===== src/rtl/acl2_sample_scheduler.sv =====
// ACL2 accelerometer link sequencer: power-up configuration writes, periodic X/Y/Z sampling
// and host register access, all sharing one start/done SPI transaction engine.
module acl2_sample_scheduler #(
    parameter int unsigned POWERUP_CYCLES = 625000,
    parameter int unsigned SAMPLE_PERIOD  = 1250000,
    parameter int unsigned TIMEOUT_CYCLES = 4095,
    parameter logic [7:0]  X_ADDR         = 8'h08,
    parameter logic [7:0]  Y_ADDR         = 8'h09,
    parameter logic [7:0]  Z_ADDR         = 8'h0A
) (
    input  logic       CLK,
    input  logic       RESET,
    output logic       TXN_START,
    output logic       TXN_WRITE,
    output logic [7:0] TXN_ADDR,
    output logic [7:0] TXN_WDATA,
    input  logic       TXN_BUSY,
    input  logic       TXN_DONE,
    input  logic [7:0] TXN_RDATA,
    input  logic       HOST_REQ,
    input  logic       HOST_WRITE,
    input  logic [7:0] HOST_ADDR,
    input  logic [7:0] HOST_WDATA,
    output logic       HOST_ACK,
    output logic [7:0] HOST_RDATA,
    output logic [7:0] X_DATA,
    output logic [7:0] Y_DATA,
    output logic [7:0] Z_DATA,
    output logic       SAMPLE_VALID,
    output logic       SETUP_DONE,
    output logic       FAULT
);

    localparam int unsigned PwrW = $clog2(POWERUP_CYCLES + 1);
    localparam int unsigned SmpW = $clog2(SAMPLE_PERIOD + 1);
    localparam int unsigned ToW  = $clog2(TIMEOUT_CYCLES + 1);

    typedef enum logic [3:0] {
        StPwrWait, StSetupIssue, StSetupWait, StIdle, StRdIssue, StRdWait,
        StHostIssue, StHostWait, StFaulted
    } state_e;

    state_e          state_q;
    logic [PwrW-1:0] pwr_cnt_q;
    logic [SmpW-1:0] smp_cnt_q;
    logic [ToW-1:0]  to_cnt_q;
    logic [2:0]      setup_idx_q;
    logic [1:0]      rd_idx_q;
    logic            sample_pending_q;
    logic            host_write_q;
    logic [7:0]      host_addr_q;
    logic [7:0]      host_wdata_q;
    logic [7:0]      x_shadow_q;
    logic [7:0]      y_shadow_q;

    logic            in_issue;
    logic            in_wait;
    logic            iss_write;
    logic [7:0]      iss_addr;
    logic [7:0]      iss_wdata;

    // {addr, data} of the power-up configuration table
    function automatic logic [15:0] setup_entry(input logic [2:0] idx);
        case (idx)
            3'd0:    return 16'h20FA;
            3'd1:    return 16'h2100;
            3'd2:    return 16'h2396;
            3'd3:    return 16'h2400;
            3'd4:    return 16'h251E;
            3'd5:    return 16'h273F;
            3'd6:    return 16'h2D0A;
            default: return 16'h0000;
        endcase
    endfunction

    always_comb begin
        in_issue  = state_q inside {StSetupIssue, StRdIssue, StHostIssue};
        in_wait   = state_q inside {StSetupWait, StRdWait, StHostWait};
        iss_write = 1'b0;
        iss_addr  = 8'h00;
        iss_wdata = 8'h00;
        case (state_q)
            StSetupIssue: begin
                iss_write             = 1'b1;
                {iss_addr, iss_wdata} = setup_entry(setup_idx_q);
            end
            StRdIssue: begin
                case (rd_idx_q)
                    2'd0:    iss_addr = X_ADDR;
                    2'd1:    iss_addr = Y_ADDR;
                    default: iss_addr = Z_ADDR;
                endcase
            end
            StHostIssue: begin
                iss_write = host_write_q;
                iss_addr  = host_addr_q;
                iss_wdata = host_wdata_q;
            end
            default: ;
        endcase
    end

    always_ff @(posedge CLK) begin
        if (RESET) begin
            state_q          <= StPwrWait;
            pwr_cnt_q        <= '0;
            smp_cnt_q        <= '0;
            to_cnt_q         <= '0;
            setup_idx_q      <= '0;
            rd_idx_q         <= '0;
            sample_pending_q <= 1'b0;
            host_write_q     <= 1'b0;
            host_addr_q      <= '0;
            host_wdata_q     <= '0;
            x_shadow_q       <= '0;
            y_shadow_q       <= '0;
            TXN_START        <= 1'b0;
            TXN_WRITE        <= 1'b0;
            TXN_ADDR         <= '0;
            TXN_WDATA        <= '0;
            HOST_ACK         <= 1'b0;
            HOST_RDATA       <= '0;
            X_DATA           <= '0;
            Y_DATA           <= '0;
            Z_DATA           <= '0;
            SAMPLE_VALID     <= 1'b0;
            SETUP_DONE       <= 1'b0;
            FAULT            <= 1'b0;
        end else begin
            TXN_START    <= 1'b0;
            HOST_ACK     <= 1'b0;
            SAMPLE_VALID <= 1'b0;

            if (in_issue && !TXN_BUSY) begin
                TXN_START <= 1'b1;
                TXN_WRITE <= iss_write;
                TXN_ADDR  <= iss_addr;
                TXN_WDATA <= iss_wdata;
                to_cnt_q  <= '0;
            end

            if (in_wait && !TXN_DONE) begin
                if (to_cnt_q == ToW'(TIMEOUT_CYCLES - 1)) begin
                    FAULT   <= 1'b1;
                    state_q <= StFaulted;
                end else begin
                    to_cnt_q <= to_cnt_q + 1'b1;
                end
            end

            case (state_q)
                StPwrWait: begin
                    if (pwr_cnt_q == PwrW'(POWERUP_CYCLES - 1)) state_q <= StSetupIssue;
                    else pwr_cnt_q <= pwr_cnt_q + 1'b1;
                end
                StSetupIssue: if (!TXN_BUSY) state_q <= StSetupWait;
                StSetupWait: begin
                    if (TXN_DONE) begin
                        if (setup_idx_q == 3'd6) begin
                            SETUP_DONE <= 1'b1;
                            smp_cnt_q  <= '0;
                            state_q    <= StIdle;
                        end else begin
                            setup_idx_q <= setup_idx_q + 3'd1;
                            state_q     <= StSetupIssue;
                        end
                    end
                end
                StIdle: begin
                    // HOST_ACK still high means the host has not yet seen it and dropped REQ
                    if (HOST_REQ && !HOST_ACK) begin
                        host_write_q <= HOST_WRITE;
                        host_addr_q  <= HOST_ADDR;
                        host_wdata_q <= HOST_WDATA;
                        state_q      <= StHostIssue;
                    end else if (sample_pending_q) begin
                        sample_pending_q <= 1'b0;
                        rd_idx_q         <= 2'd0;
                        state_q          <= StRdIssue;
                    end
                end
                StRdIssue:   if (!TXN_BUSY) state_q <= StRdWait;
                StRdWait: begin
                    if (TXN_DONE) begin
                        case (rd_idx_q)
                            2'd0: begin
                                x_shadow_q <= TXN_RDATA;
                                rd_idx_q   <= 2'd1;
                                state_q    <= StRdIssue;
                            end
                            2'd1: begin
                                y_shadow_q <= TXN_RDATA;
                                rd_idx_q   <= 2'd2;
                                state_q    <= StRdIssue;
                            end
                            default: begin
                                X_DATA       <= x_shadow_q;
                                Y_DATA       <= y_shadow_q;
                                Z_DATA       <= TXN_RDATA;
                                SAMPLE_VALID <= 1'b1;
                                state_q      <= StIdle;
                            end
                        endcase
                    end
                end
                StHostIssue: if (!TXN_BUSY) state_q <= StHostWait;
                StHostWait: begin
                    if (TXN_DONE) begin
                        HOST_ACK <= 1'b1;
                        if (!host_write_q) HOST_RDATA <= TXN_RDATA;
                        state_q <= StIdle;
                    end
                end
                default: ;
            endcase

            // Placed after the arbiter so a tick coinciding with a set start is not lost
            if (SETUP_DONE) begin
                if (smp_cnt_q == SmpW'(SAMPLE_PERIOD - 1)) begin
                    smp_cnt_q        <= '0;
                    sample_pending_q <= 1'b1;
                end else begin
                    smp_cnt_q <= smp_cnt_q + 1'b1;
                end
            end
        end
    end

endmodule


===== config.mk =====
export PLATFORM = sky130hd
export DESIGN_NAME = acl2_sample_scheduler
export DESIGN_NICKNAME = d
export VERILOG_FILES = /design/src/rtl/acl2_sample_scheduler.sv
export SDC_FILE = /design/constraint.sdc
export NUM_CORES = 1
export LEC_CHECK = 0
export ABC_AREA = 1
export CORE_ASPECT_RATIO = 0.9
export CORE_MARGIN = 8
export CORE_UTILIZATION = 56
export DETAILED_ROUTE_END_ITERATION = 8
export HOLD_SLACK_MARGIN = 0.05
export MAX_ROUTING_LAYER = met4
export PLACE_DENSITY = 0.8
export SLEW_MARGIN = 20
export SYNTH_ARGS = -nofsm -noshare
export SYNTH_HDL_FRONTEND = slang
export SYNTH_SLANG_ARGS = --single-unit
export TNS_END_PERCENT = 1

===== constraint.sdc =====
create_clock -name CLK -period 2.1 [get_ports CLK]
set_clock_uncertainty 0.15 [all_clocks]
set_input_delay 0.42 -clock CLK [delete_from_list [all_inputs] [get_ports CLK]]
set_output_delay 0.42 -clock CLK [all_outputs]
set_load 0.02 [all_outputs]

==> results of run 1 <==
worst min-delay path: cells and delay by family, from the launching register on:
kind	cells	cell delay [ps]
DFF	1	300
buffers and inverters	1	60
AOI/OAI and AO/OA	1	50
kinds of logic after synthesis:
kind of cell / after synthesis / synth area share, %
xor gates and xnor gates: 16 / 1.94
AOI/OAI and AO/OA: 207 / 15.2
buffers and inverters: 126 / 7.14
and+or+nand+nor: 563 / 32.7
adders and majority gates: 8 / 1.39
DFF: 150 / 41.6
cell type report:
type	instances	area [um2]
sequential	150	3000
clock buffer	20	437
inverter	92	348
fill	1082	3700
tap	164	205
multi-input combinational	794	3700
clock inverter	12	154
antenna	1	2.50
timing repair buffer	110	1090
worst max-delay path by stage:
stage	endpoint	slack [ps]	cells past startpoint
final	X_DATA[4]	110	1
after global routing	state_q[1]	20	11
after CTS	X_DATA[4]	100	1
after detailed placement	state_q[0]	10	9
after global placement	state_q[0]	3	9
after floorplan	pwr_cnt_q[18]	440	9
power by group through the flow:
| stage | Combinational [uW] | Clock, uW | Sequential [uW] |
|---|---|---|---|
| after detailed placement | 187 | 0 | 2920 |
| final | 188 | 3040 | 2860 |
| after global placement | 185 | 0 | 2920 |
| after global routing | 208 | 3210 | 2860 |
| after floorplan | 79.0 | 0 | 2920 |
| after CTS | 188 | 3080 | 2860 |
per-layer routing:
| layer | wire [um] | GRT usage (%) | vias up |
|---|---|---|---|
| met3 | 1020 | 4.40 | 23 |
| li1 | - | - | 3656 |
| met5 | 0 | - | - |
| met1 | 8710 | 29.4 | 3193 |
| met4 | 262 | 7.35 | 0 |
| met2 | 8220 | 34.9 | 179 |
cells in the mapped netlist, types with 8 or more instances:
| cell | count |
|---|---|
| nor3_1 | 14 |
| o21ai_0 | 77 |
| o21ai_1 | 23 |
| clkbuf_1 | 19 |
| inv_1 | 81 |
| xor2_1 | 12 |
| nand2_1 | 241 |
| dfxtp_1 | 150 |
| inv_2 | 8 |
| buf_2 | 11 |
| nand3_1 | 61 |
| ha_1 | 8 |
| a21oi_1 | 89 |
| nand4_1 | 13 |
| nor2_1 | 205 |
cells in the final DEF (no fill, tap or decap), types with 5 or more instances in the layout:
master             n
inv_2              9
o21ai_0           77
xor2_1            12
clkinvlp_4         6
nor2_4             6
nand2_2            6
buf_12             5
ha_1               8
dfxtp_1          150
clkdlybuf4s50_1   82
nor2_2             7
a21oi_1           89
o21ai_1           23
nor2_1           205
inv_1             80
nor3_1            14
nand3_1           61
nand4_1           13
nand2_1          241
buf_4             22
clkbuf_16         17
stage by stage:
| step | power [uW] | instances | util (%) | cell area, um2 |
|---|---|---|---|---|
| after CTS | 6130 | 1342 | 70.7 | 8940 |
| after floorplan | 3000 | 1070 | - | 7220 |
| after global routing | 6280 | 1343 | 70.7 | 8940 |
| after global placement | 3110 | 1310 | 66.0 | 8350 |
| after detailed placement | 3110 | 1310 | 66.0 | 8350 |
| final | 6080 | 1343 | 70.7 | 8940 |
sequential cells by signal (all words and copies together), names as in the netlist, 2 cells and up:
register,cells
x_shadow_q,8
TXN_ADDR,8
host_addr_q,8
setup_idx_q,3
HOST_RDATA,8
rd_idx_q,2
pwr_cnt_q,20
smp_cnt_q,21
host_wdata_q,8
state_q,4
TXN_WDATA,8
Y_DATA,8
Z_DATA,8
X_DATA,8
y_shadow_q,8
to_cnt_q,12
==> flow_summary.yaml, run 1 <==
global_routing:
  grt_pass1_wl_mm: 30.1
  antenna_found_initial: 1
  grt_pass1_vias: 6240
  grt_max_degree: 59
  grt.total_usage_pct: 22.6
  grt_overflow: 0
critical_path:
  criticalPathCategory: "reg2out"
  rr_worst_depth: 11
  path_cells: "clkdlybuf4s50_1"
  rrSetupSlack_ps: 190
  r2r-end: "state_q[1]"
  cp_top_family: "buffers and inverters"
  slowest_stage: "clkdlybuf4s50_1"
  startpoint_type: "register"
  startpoint: "X_DATA[4]"
  end_kind: "primary output"
  arrival_ps: 1420
  rr_startpoint: "to_cnt_q[0]"
  crit_buf_inv: 1
  crit_required_ps: 1530
  cp_max_fo: 2
  slowest_delay_ps: 630
hold_path:
  worstHoldPathCells: 2
  min_path_type: "reg2reg"
  holdCritStartpoint: "host_wdata_q[1]"
  worstHoldEndpoint: "host_wdata_q[1]"
pwr:
  seqPwrFrac_pct: 47.0
  pwr_density_cell_nw_per_um2: 681
  power_switching_uw: 1280
  p_leak_uw: 0.00324
  p_int_uw: 4800
  max-vdd-ir-drop_v: 0.000567
  clockPowerShare_pct: 49.9
  switching_share_pct: 21.1
  combPwrFrac_pct: 3.1
placement:
  io_buffers: 83
  hpwl_mm: 13.0
  dp_slack_ps: 13.0
  gp_congestion: 0.969
sta:
  slew_viol_final: 0
  grt_setup_unrepaired: "no"
  hold_viol: 0
  min_period_ps: 1990
  fin_crit_sh_pct: 94.7
  slew_headroom_pct: 69.7
  clock.fmax_ghz: 0.503
  holdWs_ps: 307
  setup_viol: 0
  worst_slew_pin_slew_ps: 454
  setup_ws_ps: 112
  tns_ps: 0
yosys:
  synth_enable_flop_cells: 0
  ys_async_sr_fraction_pct: 0
  yosys.area.top_type: "dfxtp_1"
  synth.area.top_cells: "dfxtp_1 42%, nand2_1 13%, nor2_1 11%, a21oi_1 6.2%, o21ai_0 5.3%"
  netlist_area_um2: 7220
  synth_top_cell_area_share_pct: 41.6
  ys_ff_latch: 150
  synth_nets: 1108
  ys_warn_count: 0
  syn_avg_cell_area_um2: 6.74
  yosysSeqAreaShare_pct: 41.6
  synthDistinctLibCells: 36
  syn_inst: 1070
  ys.flop_type: "dfxtp_1"
drt:
  totalWireLength_mm: 18.2
  drtIter0Drc: 513
  via_count: 7051
  via_per_inst: 5.25
  dr.pass1.iters: 5
  wire_per_inst_um: 13.6
  drc: 0
  ant_nets: 0
status:
  outcome: "finished clean"
clock_network:
  h-tree-depth: 4
  cts_setup_buffers: 0
  postCtsHoldBufs: 0
  cts_sinks: 150
  tritoncts: "done"
  postCtsResizedCells: 0
  cts_buffers: 17
  root_buffer: "clkbuf_16"
  clk_path_buf_depth: 2
  clkLatencyLatePin_ps: 420
  clkSlewWorstSetupHoldPaths_ps: 60
floorplanning:
  die_y_um: 124
  pin_count: 84
  coreArea_um2: 12600
  row_count: 39
  die_w_um: 136
  initial_core_util_pct: 57.1
  dieArea_um2: 16800
layout:
  fin_nets: 1203
  areaGrowthSynthToFinish_pct: 23.9
  layout-drive-gt1-share_pct: 8.15
flow_run:
  drv_cap: 0
Power figures use the tool's default switching activity.
==> inputs of run 2 (changes only) <==
HOLD_SLACK_MARGIN = 0.15   (was 0.05)
==> results of run 2 <==
Same layout as run 1: the final DEF is identical, and so are final timing and power.
==> inputs of run 3 (changes only) <==
--- a/constraint.sdc
+++ b/constraint.sdc
@@ -3,3 +3,3 @@
 set_input_delay 0.42 -clock CLK [delete_from_list [all_inputs] [get_ports CLK]]
 set_output_delay 0.42 -clock CLK [all_outputs]
-set_load 0.02 [all_outputs]
+set_load 0.1 [all_outputs]
==> run 3 against run 2 <==
Net effect: die area unchanged; power increased by 4.5%; cell area down 0.48%; first-iteration DRC count grew 8.8%; worst setup slack improved by 43 ps; highest routed layer unchanged; clock-buffer cell count did not move; cell count hardly changed; via count is 1.0% higher; fmax up 2.2%; largest cell class unchanged; sequential cell count stayed put; combinational power hardly changed; non-clock buffer count grew 3.
==> flow_summary.yaml, run 3 (synthesis gave the netlist of run 1 again) <==
clock_network:
  cts_setup_buffers: 0
  clkLatencyLatePin_ps: 410
  root_buffer: "clkbuf_16"
  cts_sinks: 150
  tritoncts: "done"
  cts_buffers: 17
  clkSlewWorstSetupHoldPaths_ps: 60
  clk_path_buf_depth: 2
  h-tree-depth: 4
critical_path:
  crit_required_ps: 2240
  criticalPathCategory: "reg2reg"
  end_kind: "register"
  rr_worst_depth: 9
  r2r-end: "TXN_WDATA[1]"
  rrSetupSlack_ps: 160
  arrival_ps: 2080
  cp_max_fo: 5
  rr_startpoint: "setup_idx_q[0]"
  startpoint_type: "register"
global_routing:
  grt_pass1_wl_mm: 31.2
  grt_pass1_vias: 6553
  grt_overflow: 0
  grt_max_degree: 71
  antenna_found_initial: 0
  grt.total_usage_pct: 23.3
layout:
  regArea_um2: 3000
  areaGrowthSynthToFinish_pct: 23.3
  final_common_cell: "nand2_1"
  diodes: 0
  multiInputGateArea_um2: 3700
  layout-drive-gt1-share_pct: 13.3
  fin_nets: 1206
  top_register: "smp_cnt_q"
  reg_top3: "smp_cnt_q: 21 flops, pwr_cnt_q: 20 flops, to_cnt_q: 12 flops"
  fin_cells: 1342
  fillerInstances: 1084
  largest_reg_flops: 21
  most-common-layout-cells: "241 x nand2_1, 204 x nor2_1, 149 x dfxtp_1"
  post-route-util_pct: 70.4
drt:
  drtIter0Drc: 558
  ant_nets: 0
  drc: 0
  wire_per_inst_um: 14.0
  dr.pass1.iters: 6
  via_count: 7125
  via_per_inst: 5.31
  totalWireLength_mm: 18.8
sta:
  worst_slew_pin_slew_ps: 441
  clock.fmax_ghz: 0.514
  tns_ps: 0
  hold_viol: 0
  slew_headroom_pct: 70.6
  fin_crit_sh_pct: 92.6
  slew_viol_final: 0
  grt_setup_unrepaired: "no"
  min_period_ps: 1940
  setup_viol: 0
floorplanning:
  row_count: 39
  initial_core_util_pct: 57.1
  coreArea_um2: 12600
  dieArea_um2: 16800
  pin_count: 84
  die_y_um: 124
  die_w_um: 136
placement:
  gp_congestion: 0.936
  placed_cells: 1313
  hpwl_mm: 13.3
  io_buffers: 83
pwr:
  max-vdd-ir-drop_v: 0.000840
  p_leak_uw: 0.00340
  power_uw: 6360
  pwr_density_cell_nw_per_um2: 715
hold_path:
  worstHoldEndpoint: "smp_cnt_q[17]"
  min_path_type: "in2reg"
  worstHoldPathCells: 4
  holdCritStartpoint: "RESET"
status:
  outcome: "finished clean"
flow_run:
  drv_cap: 0
==> run 3: layer usage <==
layer  GRT usage (%)  up-vias  routed length [um]
li1                -     3663                   -
met2            36.2      193                8610
met5               -        -                   0
met1            30.6     3257                8840
met3            4.92       12                1180
met4            5.61        0                 176
==> run 3: critical path: stages (launching register included) <==
cell,delay (ps)
dfxtp_1,370
inv_1,120
ha_1,240
or2_2,290
nor2_1,200
nor2_1,90
nand2_1,90
o211ai_1,120
nand2_1,90
a21oi_1,70
==> run 3: cell type report <==
| cell class | instances | area share (%) |
|---|---|---|
| Timing Repair Buffer | 113 | 11.1 |
| Clock buffer | 20 | 5.25 |
| Multi-Input combinational cell | 794 | 41.6 |
| Sequential cell | 150 | 33.8 |
| Inverter | 92 | 3.95 |
| Tap cell | 164 | 2.31 |
| Clock inverter | 9 | 1.95 |
==> run 3: power breakdown <==
| group | switching [uW] | total, uW | internal (uW) |
|---|---|---|---|
| Clock | 1130 | 3310 | 2180 |
| Combinational | 106 | 190 | 83.7 |
| Sequential | 6.44 | 2860 | 2850 |
==> run 3: what timing repair did <==
item / in CTS / in global routing
endpoints found under the setup margin: 0 / 10
hold buffers: 0 / 0
resized for setup: 0 / 4
==> run 3: metrics by stage <==
step                      hold slack (ps)  area (um2)  setup slack, ps
after floorplan                       275        7220              246
after global placement                287        8250             51.3
after detailed placement              298        8250             4.68
after CTS                             265        8890              148
after global routing                  289        8900             17.1
final                                 276        8900              155
==> run 3: worst max path at each step <==
stage | endpoint | start | slack [ps]
floorplan | smp_cnt_q[20] | SETUP_DONE | 250
global placement | to_cnt_q[8] | TXN_BUSY | 50
detailed placement | to_cnt_q[8] | TXN_BUSY | 5
CTS | TXN_WDATA[4] | state_q[2] | 150
global route | to_cnt_q[11] | state_q[1] | 20
finish | TXN_WDATA[1] | setup_idx_q[0] | 160
